**src/rtl/if_prefetch_queue.sv**
```systemverilog
`default_nettype none
// +--------------------------------------------------------------------------+
// | if_prefetch_queue: instruction fetch front end with {pc, inst} FIFO,      |
// | req/ack memory port and redirect flush.           Revision: 1.0          |
// +--------------------------------------------------------------------------+
module if_prefetch_queue #(
  parameter int          DEPTH    = 4,
  parameter logic [31:0] RESET_PC = 32'h0000_0000
) (
  input  logic        clk,
  input  logic        rst,
  output logic        mem_req,
  output logic [31:0] mem_addr,
  input  logic        mem_ack,
  input  logic [31:0] mem_rdata,
  input  logic        redirect,
  input  logic [31:0] redirect_pc,
  output logic        inst_valid,
  input  logic        inst_ready,
  output logic [31:0] inst,
  output logic [31:0] inst_pc,
  output logic [31:0] inst_pc4
);

  localparam int PW = $clog2(DEPTH);
  localparam int CW = PW + 1;
  localparam logic [CW-1:0] C_FULL = CW'(DEPTH);

  typedef enum logic [0:0] {
    RUN     = 1'b0,
    DISCARD = 1'b1
  } state_t;

  state_t        state_q, state_d;
  logic [31:0]   fetch_pc_q, fetch_pc_d;
  logic [31:0]   pend_addr_q, pend_addr_d;
  logic [CW-1:0] count_q, count_d;
  logic [PW-1:0] rd_ptr_q, rd_ptr_d;
  logic [PW-1:0] wr_ptr_q, wr_ptr_d;
  logic [31:0]   pc_mem_q [DEPTH];
  logic [31:0]   pc_mem_d [DEPTH];
  logic [31:0]   inst_mem_q [DEPTH];
  logic [31:0]   inst_mem_d [DEPTH];

  logic w_push;
  logic w_pop;

  // Request is masked while rst is high so it drops at once on an async reset.
  assign mem_req  = !rst && ((state_q == DISCARD) || (count_q < C_FULL));
  assign mem_addr = (state_q == DISCARD) ? pend_addr_q : fetch_pc_q;

  assign inst_valid = (count_q != '0);
  assign inst       = inst_mem_q[rd_ptr_q];
  assign inst_pc    = pc_mem_q[rd_ptr_q];
  assign inst_pc4   = pc_mem_q[rd_ptr_q] + 32'd4;

  assign w_push = (state_q == RUN) && mem_req && mem_ack && !redirect;
  assign w_pop  = inst_valid && inst_ready && !redirect;

  always_comb begin
    state_d     = state_q;
    fetch_pc_d  = fetch_pc_q;
    pend_addr_d = pend_addr_q;
    count_d     = count_q;
    rd_ptr_d    = rd_ptr_q;
    wr_ptr_d    = wr_ptr_q;
    pc_mem_d    = pc_mem_q;
    inst_mem_d  = inst_mem_q;

    if (redirect) begin
      count_d    = '0;
      wr_ptr_d   = rd_ptr_q;
      fetch_pc_d = {redirect_pc[31:2], 2'b00};
      // An unacknowledged request must still be completed and its data dropped.
      if ((state_q == RUN) && mem_req && !mem_ack) begin
        state_d     = DISCARD;
        pend_addr_d = fetch_pc_q;
      end else if ((state_q == DISCARD) && mem_ack) begin
        state_d = RUN;
      end
    end else begin
      if ((state_q == DISCARD) && mem_ack) begin
        state_d = RUN;
      end
      if (w_push) begin
        pc_mem_d[wr_ptr_q]   = fetch_pc_q;
        inst_mem_d[wr_ptr_q] = mem_rdata;
        wr_ptr_d             = wr_ptr_q + 1'b1;
        fetch_pc_d           = fetch_pc_q + 32'd4;
      end
      if (w_pop) begin
        rd_ptr_d = rd_ptr_q + 1'b1;
      end
      case ({w_push, w_pop})
        2'b10:   count_d = count_q + 1'b1;
        2'b01:   count_d = count_q - 1'b1;
        default: count_d = count_q;
      endcase
    end
  end

  always_ff @(posedge clk or posedge rst) begin
    if (rst) begin
      state_q     <= RUN;
      fetch_pc_q  <= RESET_PC;
      pend_addr_q <= '0;
      count_q     <= '0;
      rd_ptr_q    <= '0;
      wr_ptr_q    <= '0;
      for (int i = 0; i < DEPTH; i++) begin
        pc_mem_q[i]   <= '0;
        inst_mem_q[i] <= '0;
      end
    end else begin
      state_q     <= state_d;
      fetch_pc_q  <= fetch_pc_d;
      pend_addr_q <= pend_addr_d;
      count_q     <= count_d;
      rd_ptr_q    <= rd_ptr_d;
      wr_ptr_q    <= wr_ptr_d;
      pc_mem_q    <= pc_mem_d;
      inst_mem_q  <= inst_mem_d;
    end
  end

endmodule
`default_nettype wire

```
**config.mk**
```make
export PLATFORM = sky130hd
export DESIGN_NAME = if_prefetch_queue
export DESIGN_NICKNAME = d
export VERILOG_FILES = /design/src/rtl/if_prefetch_queue.sv
export SDC_FILE = /design/constraint.sdc
export NUM_CORES = 1
export LEC_CHECK = 0
export BUFFER_PORTS_ARGS = -buffer_cell sky130_fd_sc_hd__buf_4
export CAP_MARGIN = 20
export CORE_UTILIZATION = 50
export DETAILED_ROUTE_END_ITERATION = 12
export PLACE_DENSITY_LB_ADDON = 0.2
export SYNTH_ARGS = -nofsm -noshare
export SYNTH_HDL_FRONTEND = slang
export SYNTH_SLANG_ARGS = --single-unit
```
**constraint.sdc**
```tcl
create_clock -name clk -period 16 [get_ports clk]
set_input_delay 3.2 -clock clk [delete_from_list [all_inputs] [get_ports clk]]
set_output_delay 3.2 -clock clk [all_outputs]
set_load 0.1 [all_outputs]
```
==> metrics <==
CTS tree done; initial antenna violation count 0; register bit count reported by yosys 316; Post-synth EDFFs 0; I/O Pins 199; routed vias 9,143; commonest non-fill, non-tap cell in the layout dfrtp_1; crit path DAT roughly 3.9 ns; global-route wire length before repair slightly above 50,000 µm; Final #Nets ~1.3k; post-synthesis cell type count 51; outcome complete, no violations; main flop type after synthesis dfrtp_1; largest net degree at the start of global routing 174; Cells after DPL approximately 1.6k; critical path launch point type primary input; Tmin final ~7.0 ns; Via density ~5.6; synth top area cells dfrtp_1 52%, mux2_2 23%, mux4_2 6.7%; post-CTS sizing 0; Layout area overhead 18.6%; GRT overflow 0; worst hold path class flop to flop; Synth Area per Inst around 14 µm²; routability congestion estimate between 0.7 and 0.8; CTS Sinks ~320; Diodes inserted 0; max-cap viol count 0; DR iter-0 viols 412; I/O Buffers 190; CTS Buf Count 35; CP max FO 3; fin crit share 0.441; WS Path Type primary input to output pin; die area roughly 30,000 µm²; DR WL/cell approximately 20 µm; vias in the first global route 9,349; data required time of the worst path roughly 13 ns; Longest Clk Path Bufs 3; Rel. slew slack 0.263; Non-Filler Instances about 1.6k; layout cells sized above 1 0.502; total number of H-tree levels 2; Cell Rows 63; post-CTS setup buffer count 0; post-synth top area share 0.524; synthesized cell area approximately 15,000 µm²; Die Wd roughly 180 µm; WL final about 33,000 µm; Clock Skew 0.00842 ns; Worst-path clk slew ~0.050 ns; Final setup viols 0; Clock Latency Late Sink roughly 0.50 ns; Initial Utilization 0.509; multi-input logic area between 6000 and 7000 µm²; R2R Setup Slk roughly 12 ns; Die H around 180 µm; Core ar. roughly 30,000 µm²; Clock Root Buffer clkbuf_16; GRT Total Usage 0.217; CTS Hold Bufs 0; post-synthesis async set-or-reset flop share 1.00; Core Util, Final 0.604; final antenna-violating net count 0; DRT Pass-1 Iters 4; Post-Syn Instances 1,065; # fillers between 2k and 2.5k; measured slew at the worst slew-check pin 1.10 ns; leading area contributor after synthesis dfrtp_1; Synthesis Warnings 0; RSZ-0062 raised after global routing no; FF/Latch Area 7920 µm²; DRC violations left 0; fmax around 140 MHz; Setup crit end kind output pin; final setup TNS 0 ns; sequential area share after synthesis 0.524; final hold violation count 0; max-slew violations 0; dpl hpwl 19,400 µm; most frequent cells in the layout 313 x dfrtp_1, 303 x mux2_2, 193 x buf_4, 55 x nand2_1, 45 x mux4_2
[synthesized netlist by cell type (all sizes together), types with 2 or more instances]
| library cell | instances |
|---|---|
| dfrtp | 316 |
| mux2 | 303 |
| mux4 | 62 |
| nand2 | 59 |
| clkbuf | 58 |
| xnor2 | 43 |
| o21ai | 32 |
| buf | 30 |
| nand3 | 25 |
| nor2 | 21 |
| nand4 | 19 |
| inv | 14 |
| xor2 | 13 |
| nor3 | 9 |
| and2 | 6 |
| and3 | 6 |
| and4 | 6 |
| ha | 6 |
| nor4 | 6 |
| a21oi | 4 |
| nor2b | 4 |
| a211o | 3 |
| mux2i | 3 |
| or3 | 3 |
| nand2b | 2 |
| nor4b | 2 |
[worst paths after layout]
path / from / to / depth (start not counted)
max: rst / mem_req / 3
min reg2reg: pc_mem_q[81] / pc_mem_q[81] / 1
max reg2reg: state_q / inst_mem_q[39] / 5
min: pc_mem_q[81] / pc_mem_q[81] / 1
min in group asynchronous: rst / inst_mem_q[24] / 2
max in group asynchronous: rst / pc_mem_q[29] / 4
[cell type report]
type,count,share of cell area
Clock buffer,52,0.0599
Inverter,14,0.00335
Clock inverter,9,0.00391
Multi-Input combinational cell,652,0.378
Timing Repair Buffer,196,0.0851
Sequential cell,316,0.442
Tap cell,390,0.0273
[per-layer routing]
metal | track usage | vias up | part of all wire | wire length (µm)
li1 | - | 4137 | - | -
met1 | 0.297 | 4791 | 0.45 | 14700
met2 | 0.361 | 176 | 0.49 | 16000
met3 | 0.0379 | 39 | 0.043 | 1400
met4 | 0.0475 | 0 | 0.015 | 491
met5 | 0 | - | 0 | 0
[cell families after synthesis]
family / count (synthesis) / synth area share
mux: 368 / 0.325
flops: 316 / 0.524
simple gates: 170 / 0.0642
buf+inv: 102 / 0.0315
xor+xnor: 56 / 0.0325
compound gates: 45 / 0.0168
fa+ha+maj: 7 / 0.00630
other cells: 1 / 0.000248
[critical path: stages]
cell,delay (ns)
buf_4,0.15
a21oi_1,0.17
buf_4,0.33
[sequential cells by signal, indices dropped and copies added, names as in the netlist]
signal,count
pc_mem_q,120
count_q,3
fetch_pc_q,30
wr_ptr_q,2
rd_ptr_q,2
inst_mem_q,128
state_q,1
pend_addr_q,30
[per-stage QoR]
step	hold WS, ns	cell area [µm²]	worst slack, ns
after CTS	0.498	17800	8.90
after detailed placement	0.485	16700	8.97
final	0.495	17900	8.95
after global routing	0.504	17900	8.75
after floorplan	0.470	15100	4.06
after global placement	0.479	16700	8.98
Power is not shown: default switching activity piles up to over one toggle a cycle in this logic, so the estimate is an artifact.
